## config.mk

```make
export PLATFORM = sky130hd
export DESIGN_NAME = analog_power_sequencer
export DESIGN_NICKNAME = d
export VERILOG_FILES = /design/src/rtl/analog_seq_pkg.sv /design/src/rtl/settle_timer.sv /design/src/rtl/analog_power_sequencer.sv
export SDC_FILE = /design/constraint.sdc
export NUM_CORES = 1
export LEC_CHECK = 0
export CORE_UTILIZATION = 45
export CTS_BUF_LIST = sky130_fd_sc_hd__clkbuf_8 sky130_fd_sc_hd__clkbuf_16
export DETAILED_ROUTE_END_ITERATION = 7
export PLACE_DENSITY = 0.75
export SYNTH_ARGS = -nofsm -noshare
export SYNTH_HDL_FRONTEND = slang
export SYNTH_SLANG_ARGS = --single-unit
```

## constraint.sdc

```tcl
create_clock -name clk -period 2.7 [get_ports clk]
set_clock_uncertainty 0.05 [all_clocks]
set_input_delay 0.54 -clock clk [delete_from_list [all_inputs] [get_ports clk]]
set_output_delay 0.54 -clock clk [all_outputs]
set_load 0.02 [all_outputs]
```

## src/rtl/analog_seq_pkg.sv

```systemverilog
// ============================================================================
// analog_seq_pkg : shared types and helpers for the analog power sequencer
// Rev 1.0
// ============================================================================
`default_nettype none

package analog_seq_pkg;

    localparam int MAX_CH    = 8;
    localparam int RES_SEL_L = 0;
    localparam int RES_SEL_H = 1;

    typedef enum logic [2:0] {
        ST_OFF         = 3'd0,
        ST_BIAS_SETTLE = 3'd1,
        ST_CH_UP       = 3'd2,
        ST_ON          = 3'd3,
        ST_CH_DOWN     = 3'd4,
        ST_BIAS_DOWN   = 3'd5
    } seq_state_t;

    // One action per clock; the FSM register block only applies what is decided here.
    typedef enum logic [2:0] {
        ACT_NONE     = 3'd0,
        ACT_ACCEPT   = 3'd1,
        ACT_CH_ON    = 3'd2,
        ACT_CH_OFF   = 3'd3,
        ACT_BIAS_OFF = 3'd4,
        ACT_GO_ON    = 3'd5,
        ACT_GO_OFF   = 3'd6,
        ACT_ABORT    = 3'd7
    } seq_act_t;

    function automatic logic [MAX_CH-1:0] lowest_onehot(input logic [MAX_CH-1:0] v);
        return v & (~v + MAX_CH'(1));
    endfunction

    function automatic logic [MAX_CH-1:0] highest_onehot(input logic [MAX_CH-1:0] v);
        logic [MAX_CH-1:0] r;
        r = '0;
        for (int i = 0; i < MAX_CH; i++) begin
            if (v[i]) begin
                r    = '0;
                r[i] = 1'b1;
            end
        end
        return r;
    endfunction

endpackage

`default_nettype wire

```

## src/rtl/settle_timer.sv

```systemverilog
// ============================================================================
// settle_timer : loadable down-counter, done pulses LOAD edges after start
// Rev 1.0
// ============================================================================
`default_nettype none

module settle_timer #(
    parameter int TW = 7
) (
    input  logic          clk,
    input  logic          rst_n,
    input  logic          i_start,
    input  logic          i_clr,
    input  logic [TW-1:0] i_load,
    output logic          o_done
);

    logic [TW-1:0] r_cnt;

    always_ff @(posedge clk or negedge rst_n) begin
        if (!rst_n) begin
            r_cnt <= '0;
        end else if (i_clr) begin
            r_cnt <= '0;
        end else if (i_start) begin
            r_cnt <= i_load;
        end else if (r_cnt != '0) begin
            r_cnt <= r_cnt - TW'(1);
        end
    end

    // Seen at the edge where the count reaches zero, so a restart there is seamless.
    assign o_done = (r_cnt == TW'(1));

endmodule

`default_nettype wire

```

## src/rtl/analog_power_sequencer.sv

```systemverilog
// ============================================================================
// analog_power_sequencer : timed bias/channel power-up and power-down sequencer
// Rev 1.0
// ============================================================================
`default_nettype none

module analog_power_sequencer
    import analog_seq_pkg::*;
#(
    parameter int NUM_CH      = 4,
    parameter int BIAS_SETTLE = 64,
    parameter int CH_SETTLE   = 16
) (
    input  logic              clk,
    input  logic              rst_n,
    input  logic              ena,
    input  logic              req_on,
    input  logic [NUM_CH-1:0] ch_mask,
    input  logic [1:0]        res_sel,
    output logic              en_resl,
    output logic              en_resh,
    output logic [NUM_CH-1:0] ch_en,
    output logic              busy,
    output logic              ready,
    output logic              aborted
);

    localparam int c_MAX_SETTLE = (BIAS_SETTLE > CH_SETTLE) ? BIAS_SETTLE : CH_SETTLE;
    localparam int c_TW         = $clog2(c_MAX_SETTLE + 1);
    localparam logic [c_TW-1:0] c_BIAS_LD = c_TW'(BIAS_SETTLE);
    localparam logic [c_TW-1:0] c_CH_LD   = c_TW'(CH_SETTLE);

    seq_state_t        r_state;
    logic              r_req;
    logic [NUM_CH-1:0] r_mask_in;
    logic [1:0]        r_res_in;
    logic [NUM_CH-1:0] r_mask;
    logic [NUM_CH-1:0] r_ch_en;
    logic              r_en_resl;
    logic              r_en_resh;
    logic              r_busy;
    logic              r_ready;
    logic              r_aborted;

    seq_act_t          w_act;
    seq_act_t          w_down_act;
    logic              w_done;
    logic [NUM_CH-1:0] w_pend;
    logic [NUM_CH-1:0] w_up_bit;
    logic [NUM_CH-1:0] w_dn_bit;
    logic              w_tmr_start;
    logic              w_tmr_clr;
    logic [c_TW-1:0]   w_tmr_load;

    // Channels still waiting to rise; lowest pending goes up next, highest lit goes down next.
    assign w_pend   = r_mask & ~r_ch_en;
    assign w_up_bit = NUM_CH'(lowest_onehot(MAX_CH'(w_pend)));
    assign w_dn_bit = NUM_CH'(highest_onehot(MAX_CH'(r_ch_en)));

    assign w_down_act = (|r_ch_en) ? ACT_CH_OFF : ACT_BIAS_OFF;

    always_comb begin
        w_act = ACT_NONE;
        if (!ena) begin
            if (r_state != ST_OFF) begin
                w_act = ACT_ABORT;
            end
        end else begin
            case (r_state)
                ST_OFF: begin
                    if (r_req && (r_res_in != 2'b00)) begin
                        w_act = ACT_ACCEPT;
                    end
                end
                ST_BIAS_SETTLE, ST_CH_UP: begin
                    if (w_done) begin
                        if (!r_req) begin
                            w_act = w_down_act;
                        end else if (|w_pend) begin
                            w_act = ACT_CH_ON;
                        end else begin
                            w_act = ACT_GO_ON;
                        end
                    end
                end
                ST_ON: begin
                    if (!r_req) begin
                        w_act = w_down_act;
                    end
                end
                ST_CH_DOWN: begin
                    if (w_done) begin
                        w_act = w_down_act;
                    end
                end
                ST_BIAS_DOWN: begin
                    if (w_done) begin
                        w_act = ACT_GO_OFF;
                    end
                end
                default: w_act = ACT_NONE;
            endcase
        end
    end

    assign w_tmr_clr   = (w_act == ACT_ABORT);
    assign w_tmr_start = (w_act == ACT_ACCEPT) || (w_act == ACT_CH_ON) ||
                         (w_act == ACT_CH_OFF) || (w_act == ACT_BIAS_OFF);
    assign w_tmr_load  = ((w_act == ACT_CH_ON) || (w_act == ACT_CH_OFF)) ? c_CH_LD : c_BIAS_LD;

    settle_timer #(
        .TW (c_TW)
    ) u_settle_timer (
        .clk     (clk),
        .rst_n   (rst_n),
        .i_start (w_tmr_start),
        .i_clr   (w_tmr_clr),
        .i_load  (w_tmr_load),
        .o_done  (w_done)
    );

    // Request inputs pass through one register stage before the FSM acts on them.
    always_ff @(posedge clk or negedge rst_n) begin
        if (!rst_n) begin
            r_state   <= ST_OFF;
            r_req     <= 1'b0;
            r_mask_in <= '0;
            r_res_in  <= 2'b00;
            r_mask    <= '0;
            r_ch_en   <= '0;
            r_en_resl <= 1'b0;
            r_en_resh <= 1'b0;
            r_busy    <= 1'b0;
            r_ready   <= 1'b0;
            r_aborted <= 1'b0;
        end else begin
            r_req     <= req_on;
            r_mask_in <= ch_mask;
            r_res_in  <= res_sel;
            r_aborted <= 1'b0;
            case (w_act)
                ACT_ACCEPT: begin
                    r_mask    <= r_mask_in;
                    r_en_resl <= r_res_in[RES_SEL_L];
                    r_en_resh <= r_res_in[RES_SEL_H];
                    r_busy    <= 1'b1;
                    r_state   <= ST_BIAS_SETTLE;
                end
                ACT_CH_ON: begin
                    r_ch_en <= r_ch_en | w_up_bit;
                    r_state <= ST_CH_UP;
                end
                ACT_CH_OFF: begin
                    r_ch_en <= r_ch_en & ~w_dn_bit;
                    r_ready <= 1'b0;
                    r_busy  <= 1'b1;
                    r_state <= ST_CH_DOWN;
                end
                ACT_BIAS_OFF: begin
                    r_en_resl <= 1'b0;
                    r_en_resh <= 1'b0;
                    r_ready   <= 1'b0;
                    r_busy    <= 1'b1;
                    r_state   <= ST_BIAS_DOWN;
                end
                ACT_GO_ON: begin
                    r_ready <= 1'b1;
                    r_busy  <= 1'b0;
                    r_state <= ST_ON;
                end
                ACT_GO_OFF: begin
                    r_busy  <= 1'b0;
                    r_state <= ST_OFF;
                end
                ACT_ABORT: begin
                    r_ch_en   <= '0;
                    r_en_resl <= 1'b0;
                    r_en_resh <= 1'b0;
                    r_busy    <= 1'b0;
                    r_ready   <= 1'b0;
                    r_aborted <= 1'b1;
                    r_state   <= ST_OFF;
                end
                default: begin
                end
            endcase
        end
    end

    assign en_resl = r_en_resl;
    assign en_resh = r_en_resh;
    assign ch_en   = r_ch_en;
    assign busy    = r_busy;
    assign ready   = r_ready;
    assign aborted = r_aborted;

endmodule

`default_nettype wire

```

# Word-level counts from Yosys, hierarchy flattened
# Index checks and enable logic that the tools add are counted.
op_classes:
  n_lt_le_gt_ge: 0
  n_reduce_logical: 23
  eq_ne: 13
  n_addsub: 2
  shift: 0
  div: 0
  n_mul: 0
  n_bitwise: 7
  mux: 26
ops:
  columns: ["op", "n"]
  rows:
  - ["7-bit 2-to-1 mux", 4]
  - ["3-bit 2-to-1 mux", 9]
  - ["3-bit == test (second input constant)", 6]
  - ["3-bit case mux with 6 select lines", 1]
  - ["3-bit case mux with 5 select lines", 1]
  - ["4-bit AND", 3]
  - ["3-bit by 2-bit == test with 1-bit output (second input constant)", 4]
  - ["4-bit 2-to-1 mux", 3]
  - ["4-bit inverter", 3]
  - ["4-bit case mux with 3 select lines", 1]
  - ["3-bit nonzero test", 3]
  - ["3-bit OR reduction", 3]
  - ["1-bit case mux with 2 select lines", 4]
  - ["2-bit nonzero test", 4]
  - ["4-bit OR reduction", 2]
  - ["7-bit by 1-bit == test with 1-bit output (second input constant)", 1]
  - ["7-bit nonzero test", 1]
  - ["7-bit by 1-bit subtractor with 7-bit output (second input constant)", 1]
  - ["3-bit by 1-bit == test with 1-bit output (second input constant)", 2]
  - ["6-bit nonzero test", 1]
  - ["2-bit OR reduction", 3]
  - ["4-bit by 1-bit adder with 4-bit output (second input constant)", 1]
  - ["1-bit logical OR", 4]
  - ["4-bit OR", 1]
  - ["3 further kinds", 5]
totals:
  ramBits: 0
  output_inout_bits: 9
  latch_bits: 0
  memories: 0
  regBits: 30
  rom_bits: 0
  word_cells: 83
  inputBits: 10

# Depth between registers and ports, before layout
# Gate-level depths: netlist (run 1).
depth:
  depth_word: 14
  ltp_mapped: 10
  ltp_nobuf: 9

# Modules after synthesis
# A second synthesis (run 1) with hierarchy kept.
unflattened:
  hier_cells: 159
  area_unflattened_um2: 1626.6
modules_own_cells:
  columns: ["module", "n_inst", "cells_per_inst", "seq_area_each_um2", "area_per_inst_um2"]
  rows:
  - ["analog_power_sequencer", 1, 112, 575.6, 1181.1]
  - ["settle_timer", 1, 47, 175.2, 445.4]

# Worst setup path before layout (run 1)
# Ideal clock, no wire load.
synth_path:
  path_type: "register -> register"
  from: "register u_settle_timer.r_cnt[3]"
  to: "register r_mask[0]"
  setup_ns: 0.128
  required_time_ns: 2.522
  n_path_buf: 1
  setup_slack_ns: 0.011
  arrival_time_ns: 2.511
  path_stages_with_launch: 8
  period_less_slack_ns: 2.689
  path_cell_list: "dfrtp_1 > or4_1 > buf_2 > or4_4 > o211ai_4 > nand3_2 > a21oi_4 > mux2_1"
synth_between:
  elab_chain_len: 5
  elab_cells_between_ends: 7
  classes_between: "2 x eq/ne; 5 x mux"
synth_rtl:
  columns: ["element", "line_no", "rtl"]
  rows:
  - ["start, declared", "settle_timer.sv:18", "logic [TW-1:0] r_cnt;"]
  - ["start signal, assigned", "settle_timer.sv:26", "r_cnt <= i_load;"]
  - ["start signal, assigned", "settle_timer.sv:28", "r_cnt <= r_cnt - TW'(1);"]
  - ["7-bit by 1-bit == test with 1-bit output *", "settle_timer.sv:33", "assign o_done = (r_cnt == TW'(1));"]
  - ["3-bit 2-to-1 mux (on tied branches)", "analog_power_sequencer.sv:92, analog_power_sequencer.sv:76, analog_power_sequencer.sv:97", null]
  - ["3-bit case mux with 5 select lines *", "analog_power_sequencer.sv:69", "case (r_state)"]
  - ["3-bit 2-to-1 mux *", "analog_power_sequencer.sv:64", "if (!ena) begin"]
  - ["3-bit by 1-bit == test with 1-bit output *", "analog_power_sequencer.sv:141", "case (w_act)"]
  - ["end signal, assigned", "analog_power_sequencer.sv:143", "r_mask <= r_mask_in;"]
  - ["end, declared", "analog_power_sequencer.sv:37", "logic [NUM_CH-1:0] r_mask;"]
# Every way passes the cells marked *; elsewhere a longest branch is shown, timed or not.
# A chain may end at the register's enable or synchronous reset.

# Worst setup path in the final report (run 1)
layout_path:
  from: "register u_settle_timer.r_cnt[3]"
  to: "register u_settle_timer.r_cnt[5]"
layout_between:
  elab_chain_len: 10
  elab_cells_between_ends: 20
  classes_between: "1 x add/sub; 6 x eq/ne; 8 x mux; 5 x reduce/logical"
layout_rtl:
  columns: ["element", "line_no", "rtl"]
  rows:
  - ["7-bit by 1-bit == test with 1-bit output", "settle_timer.sv:33", null]
  - ["3-bit 2-to-1 mux (on tied branches)", "analog_power_sequencer.sv:92, analog_power_sequencer.sv:76, analog_power_sequencer.sv:97", null]
  - ["3-bit case mux with 5 select lines", "analog_power_sequencer.sv:69", null]
  - ["3-bit 2-to-1 mux", "analog_power_sequencer.sv:64", null]
  - ["3-bit by 1-bit == test with 1-bit output / 3-bit by 2-bit == test with 1-bit output (equally long branches)", "analog_power_sequencer.sv:107", "assign w_tmr_start = (w_act == ACT_ACCEPT) || (w_act == ACT_CH_ON) ||"]
  - ["1-bit logical OR (2 in a row)", "analog_power_sequencer.sv:107", null]
  - ["1-bit logical OR", "analog_power_sequencer.sv:108", "(w_act == ACT_CH_OFF) || (w_act == ACT_BIAS_OFF);"]
  - ["7-bit 2-to-1 mux", "settle_timer.sv:25", "end else if (i_start) begin"]
  - ["7-bit 2-to-1 mux", "settle_timer.sv:23", "end else if (i_clr) begin"]
# Several ways; a longest one is shown, not always the timed one. The select of a mux whose other input is x is not followed.

==> results of run 1 <==
## per-stage QoR
step / util / setup WS [ns] / hold WS, ns / setup TNS, ns
after floorplan: - / 0.01118 / 0.1944 / 0
after detailed placement: 0.5868 / 0.02352 / 0.4014 / 0
after global placement: 0.5868 / 0.05659 / 0.3943 / 0
final: 0.6352 / 0.05053 / 0.4087 / 0
after CTS: 0.6198 / 0.01524 / 0.4162 / 0
after global routing: 0.6352 / -0.01754 / 0.4279 / -0.03723
## path summary, 6_finish.rpt
| path | from | end | slack [ns] | cells past startpoint |
|---|---|---|---|---|
| max | u_settle_timer.r_cnt[3]$_DFFE_PN0P_ | u_settle_timer.r_cnt[5]$_DFFE_PN0P_ | 0.05 | 8 |
| min | r_mask_in[3]$_DFF_PN0_ | r_mask[3]$_DFFE_PN0P_ | 0.41 | 1 |
| max reg2reg | u_settle_timer.r_cnt[3]$_DFFE_PN0P_ | u_settle_timer.r_cnt[5]$_DFFE_PN0P_ | 0.05 | 8 |
| min reg2reg | r_mask_in[3]$_DFF_PN0_ | r_mask[3]$_DFFE_PN0P_ | 0.41 | 1 |
| max in group asynchronous | rst_n | u_settle_timer.r_cnt[6]$_DFFE_PN0P_ | 1.72 | 2 |
| min in group asynchronous | rst_n | en_resl$_DFFE_PN0P_ | 0.60 | 2 |
## layout by cell type (no fill, tap or decap), types with 2 or more instances in the layout
cell type and n:
a211oi_4 2, a21o_1 2, a21oi_1 14, a22o_1 4, and3_1 2, buf_4 21
clkbuf_8 6, clkdlybuf4s50_1 18, dfrtp_1 30, ha_1 3, inv_1 8, mux2_1 4
nand2_1 7, nand2b_1 3, nand3_1 3, nor2_1 15, nor2b_1 3, nor3_1 11
nor4_1 2, o21ai_1 2, o22a_1 2, o31ai_1 3, or4_4 2, xnor2_1 4
xor2_1 2
## logic make-up (layout without fill, tap and decap cells)
kind of cell / after synthesis / after routing / synth area share
AO/OA/AOI/OAI: 41 / 41 / 0.1973
adder cells (fa/ha/maj): 3 / 3 / 0.02294
multiplexers: 5 / 5 / 0.03364
AND/OR/NAND/NOR: 62 / 62 / 0.2072
flip-flops: 30 / 30 / 0.4587
buffers and inverters: 14 / 55 / 0.03823
XOR/XNOR: 7 / 7 / 0.04205
## power breakdown
group | total [W] | switching [W] | internal (W)
Clock | 0.000456 | 0.000162 | 0.000295
Sequential | 0.000637 | 0.0000870 | 0.000550
Combinational | 0.000767 | 0.000404 | 0.000363
Total | 0.00186 | 0.000652 | 0.00121
## what timing repair did
action                     in CTS  in global routing
setup endpoints to repair       0                 19
resized for setup               0                  8
buffers inserted                0                  2
## per-layer routing
layer	wire length (µm)	vias up	track usage	share of wire
li1	-	663	-	-
met1	1793	688	0.2743	0.46
met2	1896	35	0.3338	0.49
met3	122	14	0.05147	0.031
met4	96	0	0.1047	0.025
met5	0	-	0	0
## sequential cells by signal (all words and copies together), names as in the netlist, 2 cells and up
name / count
r_res_in: 2
r_state: 3
r_mask: 4
r_mask_in: 4
ch_en: 4
u_settle_timer.r_cnt: 7
## final cells by class
type / instances / area, µm² / share of cell area
tap: 46 / 57.56 / 0.02653
timing repair buffer: 40 / 357.8 / 0.1649
clock buffer: 6 / 82.58 / 0.03806
sequential: 30 / 750.7 / 0.3460
inverter: 8 / 30.03 / 0.01384
multi-input combinational: 118 / 860.8 / 0.3968
clock inverter: 1 / 30.03 / 0.01384
==> flow_summary.json, run 1 <==
{
  "synthCells": 162,
  "maxCapViolations": 0,
  "core_area_mm2": 0.003416,
  "cts.sinks": 30,
  "ant_nets": 0,
  "synth.ff_latch_count": 30,
  "synth_edf_count": 0,
  "syn-mean-instance-area_um2": 10.10,
  "path_cells": "or4_4, or4_4, a211oi_4, buf_4, or2_4, o31ai_1, a21oi_2, nor3_1",
  "mappedNetlistArea_mm2": 0.001637,
  "dieHeight_um": 62.31,
  "dp.cells": 240,
  "clk_latency_ns": 0.28,
  "cts_root_buffer": "clkbuf_8",
  "relSlewSlack": 0.5973,
  "yosysTopAreaCell": "dfrtp_1",
  "hold_path.class": "reg2reg",
  "layout.nets": 216,
  "cp_num_buf_inv": 1,
  "stdcell_count": 249,
  "wl_mm": 3.908,
  "io_pins": 19,
  "grt_max_degree": 31,
  "die_x_um": 62.31,
  "finalCriticalPeriod_ns": 2.649,
  "fin_area_mm2": 0.002170,
  "critPathMaxStageDelay_ns": 0.54,
  "dp_hpwl_mm": 2.861,
  "setup_viol": 0,
  "power_density_mw_per_mm2": 857.1,
  "cp_top_family": "simple AND/OR/NAND/NOR gates",
  "cts_tree": "built",
  "rows": 21,
  "grt_pass1_vias": 1390,
  "critPathMaxFanout": 5,
  "outcome": "finished, final reports clean",
  "finalWeightedCongestion": 0.8756,
  "synth_nets": 175,
  "wl_per_cell_um": 15.69,
  "max_freq_mhz": 377.4,
  "drtIter0Drc": 71,
  "dieArea_mm2": 0.003882,
  "vias": 1400,
  "path_common_cell": "or4_4",
  "period_share": 0.9813,
  "cp-start-kind": "register",
  "placed_cell_area_mm2": 0.002004,
  "antenna_found_initial": 0,
  "viasPerCell": 5.622,
  "dr.pass1.iters": 4,
  "p_leak_nw": 0.9332,
  "antennaDiodeCount": 0,
  "grt_pass1_wl_mm": 6.382,
  "nFillCells": 289,
  "synth_common_cells": "dfrtp_1, nor2_1, a21oi_1",
  "yosysWarnings": 0,
  "hold_viol": 0,
  "initial_core_util": 0.4791,
  "cp.arrival_ns": 2.75,
  "synth_top_cell_area_share": 0.4587,
  "drc": 0,
  "grt_use_total": 0.2124,
  "worst_setup_path_end_kind": "register",
  "synth.distinct_cells": 52,
  "synthFlopType": "dfrtp_1",
  "cts_hold_buf": 0,
  "maxSlewViolCount": 0,
  "worst_pin_slew_ns": 0.5987,
  "ys_async_sr_fraction": 1.000,
  "ir_worst_vdd_mv": 0.6512,
  "cts_buffer_depth": 2,
  "cts_max_level": 2,
  "synth_area_leaders": "dfrtp_1, a21oi_1, nor3_1",
  "worstSetupPathType": "reg2reg",
  "cts_made_buffers": 5,
  "power_w": 0.001860,
  "io_buffers": 18,
  "cp_slowest_cell": "or4_4",
  "seq_area_frac_synth": 0.4587,
  "clk_pin_slew_ns": 0.06,
  "worstPathRequired_ns": 2.80,
  "drive_above_1_share": 0.2315,
  "area_growth_pct": 32.57,
  "grt_overflow": 0,
  "synth_most_common_cell": "dfrtp_1"
}
Power figures use the tool's default switching activity.
==> run 2, diff against run 1 <==
--- a/config.mk
+++ b/config.mk
@@ -9,6 +9,7 @@
 export CTS_BUF_LIST = sky130_fd_sc_hd__clkbuf_8 sky130_fd_sc_hd__clkbuf_16
 export DETAILED_ROUTE_END_ITERATION = 7
 export PLACE_DENSITY = 0.75
+export SLEW_MARGIN = 20
 export SYNTH_ARGS = -nofsm -noshare
 export SYNTH_HDL_FRONTEND = slang
 export SYNTH_SLANG_ARGS = --single-unit
==> results of run 2 <==
Same layout as run 1: the final DEF is identical, and so are final timing and power.
==> patch: new RTL, config.mk and constraints of run 1 <==
The 6 states of `seq_state_t` get a Gray code encoding in 3 bits.
--- a/src/rtl/analog_seq_pkg.sv
+++ b/src/rtl/analog_seq_pkg.sv
@@ -11,12 +11,12 @@
     localparam int RES_SEL_H = 1;
 
     typedef enum logic [2:0] {
-        ST_OFF         = 3'd0,
-        ST_BIAS_SETTLE = 3'd1,
-        ST_CH_UP       = 3'd2,
-        ST_ON          = 3'd3,
-        ST_CH_DOWN     = 3'd4,
-        ST_BIAS_DOWN   = 3'd5
+        ST_OFF         = 3'b000,
+        ST_BIAS_SETTLE = 3'b001,
+        ST_CH_UP       = 3'b011,
+        ST_ON          = 3'b010,
+        ST_CH_DOWN     = 3'b110,
+        ST_BIAS_DOWN   = 3'b111
     } seq_state_t;
 
     // One action per clock; the FSM register block only applies what is decided here.
Check against the original RTL: no difference found for any inputs over 10 cycles, from zero or initial values and one cycle with rst_n low; not proved beyond that.
==> patch against run 1 <==
Final area shrank 1.6%; count of clock-buffer cells in the layout shrank 1; critical path depth is the same; non-clock buffer count shrank 13; core utilization shrank 5.2 points; area after synthesis grew 5.5%; sequential cell count is the same; hold slack lost 7.2 ps; first-iteration DRC count grew 52%; power shrank 3.9%; setup slack gained 72 ps; wire length shrank 5.2%; final cell count shrank 4.0%; largest cell class unchanged; largest power group unchanged.
==> patch: results (changes against run 1) <==
Synthesis
The share of the synthesized area in compound gates (AO/OA/AOI/OAI) is 22.9% (+3.2 points). The total nets after synthesis came to 174 (-0.57%). The synthesized area per cell was 10.7 um2 (+6.2%). The adder-cell area share of the yosys netlist came to 2.17% (-0.12 points). The sequential share of the synthesized area is 43.5% (-2.4 points). The xor/xnor cell area share of the yosys netlist came to 3.04% (-1.2 points). After synthesis, the most frequently instantiated cells are sky130_fd_sc_hd__dfrtp_1 (30), sky130_fd_sc_hd__nand2_1 (10), sky130_fd_sc_hd__o21ai_0 (9).

After synthesis, the cell types taking the most area are sky130_fd_sc_hd__dfrtp_1 (43%), sky130_fd_sc_hd__o21ai_0 (2.6%), sky130_fd_sc_hd__mux2_2 (2.6%), sky130_fd_sc_hd__nor3_1 (2.3%), sky130_fd_sc_hd__ha_1 (2.2%). The mux cell area share after synthesis is 3.77% (+0.40 points).

Power
The leakage power total is 0.000867 uW (-7.1%). The largest vdd supply drop is 0.428 mV (-34%).

Status
The run finished with clean final reports.

Worst setup path
The peak fanout along the critical path is 11 (+6). The data arrival time of the critical path is 2690 ps (-60 ps).

Drt
The total wire length after detailed routing is 3710 um (-5.2%). The detailed router's first-iteration violation count came to 108 (+52%). The mean number of vias per cell came to 5.80 (+3.2%). The via count of the routed design is 1387 (-0.93%).

Finish
The final layout net count is 203 (-6.0%). The fraction of layout instances using a drive strength above 1 is 23.0% (-0.12 points).

Placed design
The number of placed instances with taps included is 230 (-4.2%). The number of buffer cells added on primary ports came to 18 (unchanged). The final RePlAce weighted congestion is 0.906 (+3.5%).

Timing
The slew of the pin with the lowest slew margin is 533 ps (-65.8 ps).

Global route
The global-route wire length before repair is 6350 um (-0.53%). The overall fraction of global-route tracks in use was 20.4% (-0.80 points).
patch: critical path: stages, from the launching register on:
cell	delay (ps)
sky130_fd_sc_hd__dfrtp_1	430
sky130_fd_sc_hd__ha_1	210
sky130_fd_sc_hd__nor3b_2	170
sky130_fd_sc_hd__a31oi_2	250
sky130_fd_sc_hd__nor3_1	120
sky130_fd_sc_hd__a221o_1	320
sky130_fd_sc_hd__buf_4	200
sky130_fd_sc_hd__nor3b_4	320
sky130_fd_sc_hd__mux2_2	380
patch: layout make-up:
cell class / count / area share [%]
Clock buffer: 5 / 3.22
Tap cell: 48 / 2.81
Inverter: 7 / 1.23
Multi-Input combinational cell: 119 / 44.1
Clock inverter: 3 / 1.87
Sequential cell: 30 / 35.1
Timing Repair Buffer: 27 / 11.6
patch: worst paths after layout:
check	start	to	cells after the start	slack [ps]
worst max-delay path	u_settle_timer.r_cnt[0]	r_mask[0]	8	120
worst min-delay path	r_mask_in[1]	r_mask[1]	2	400
worst max register to register	u_settle_timer.r_cnt[0]	r_mask[0]	8	120
worst min register to register	r_mask_in[1]	r_mask[1]	2	400
max in group asynchronous	rst_n	u_settle_timer.r_cnt[2]	2	1730
min in group asynchronous	rst_n	ch_en[0]	2	590
patch: cell families (layout without fill, tap and decap cells):
| family | count (synthesis) | in the layout |
|---|---|---|
| flops | 30 | 30 |
| compound gates | 48 | 48 |
| mux | 6 | 6 |
| xor+xnor | 6 | 6 |
| fa+ha+maj | 3 | 3 |
| buf+inv | 12 | 42 |
| simple gates | 56 | 56 |
patch: report_power, final:
group | switching, uW | internal (uW) | leakage, uW | total, uW
sequential | 106 | 552 | 0.000380 | 657
clock | 163 | 271 | 0.0000579 | 434
combinational | 382 | 314 | 0.000429 | 696
patch: layer usage:
metal | share of wire [%] | up-vias | GRT usage [%]
li1 | - | 658 | -
met1 | 45 | 665 | 26.9
met2 | 46 | 53 | 31.3
met3 | 5.5 | 11 | 4.82
met4 | 2.8 | 0 | 10.5
met5 | 0 | - | 0
patch: timing repair:
item	CTS	global route
endpoints found under the setup margin	0	22
buffers inserted	0	1
resized for setup	0	5
endpoints found under the hold margin	0	0
patch: per-stage QoR:
step           worst slack, ps  power [uW]  hold WS (ps)  instance area (um2)  setup TNS [ps]
2_1_floorplan              319        1150           194                 1730               0
6_report                   123        1790           402                 2140               0
4_1_cts                   55.9        1770           413                 2100               0
5_1_grt                  -47.9        1910           449                 2140            -131
3_3_place_gp               132        1290           383                 1990               0
3_5_place_dp              74.1        1330           397                 1990               0
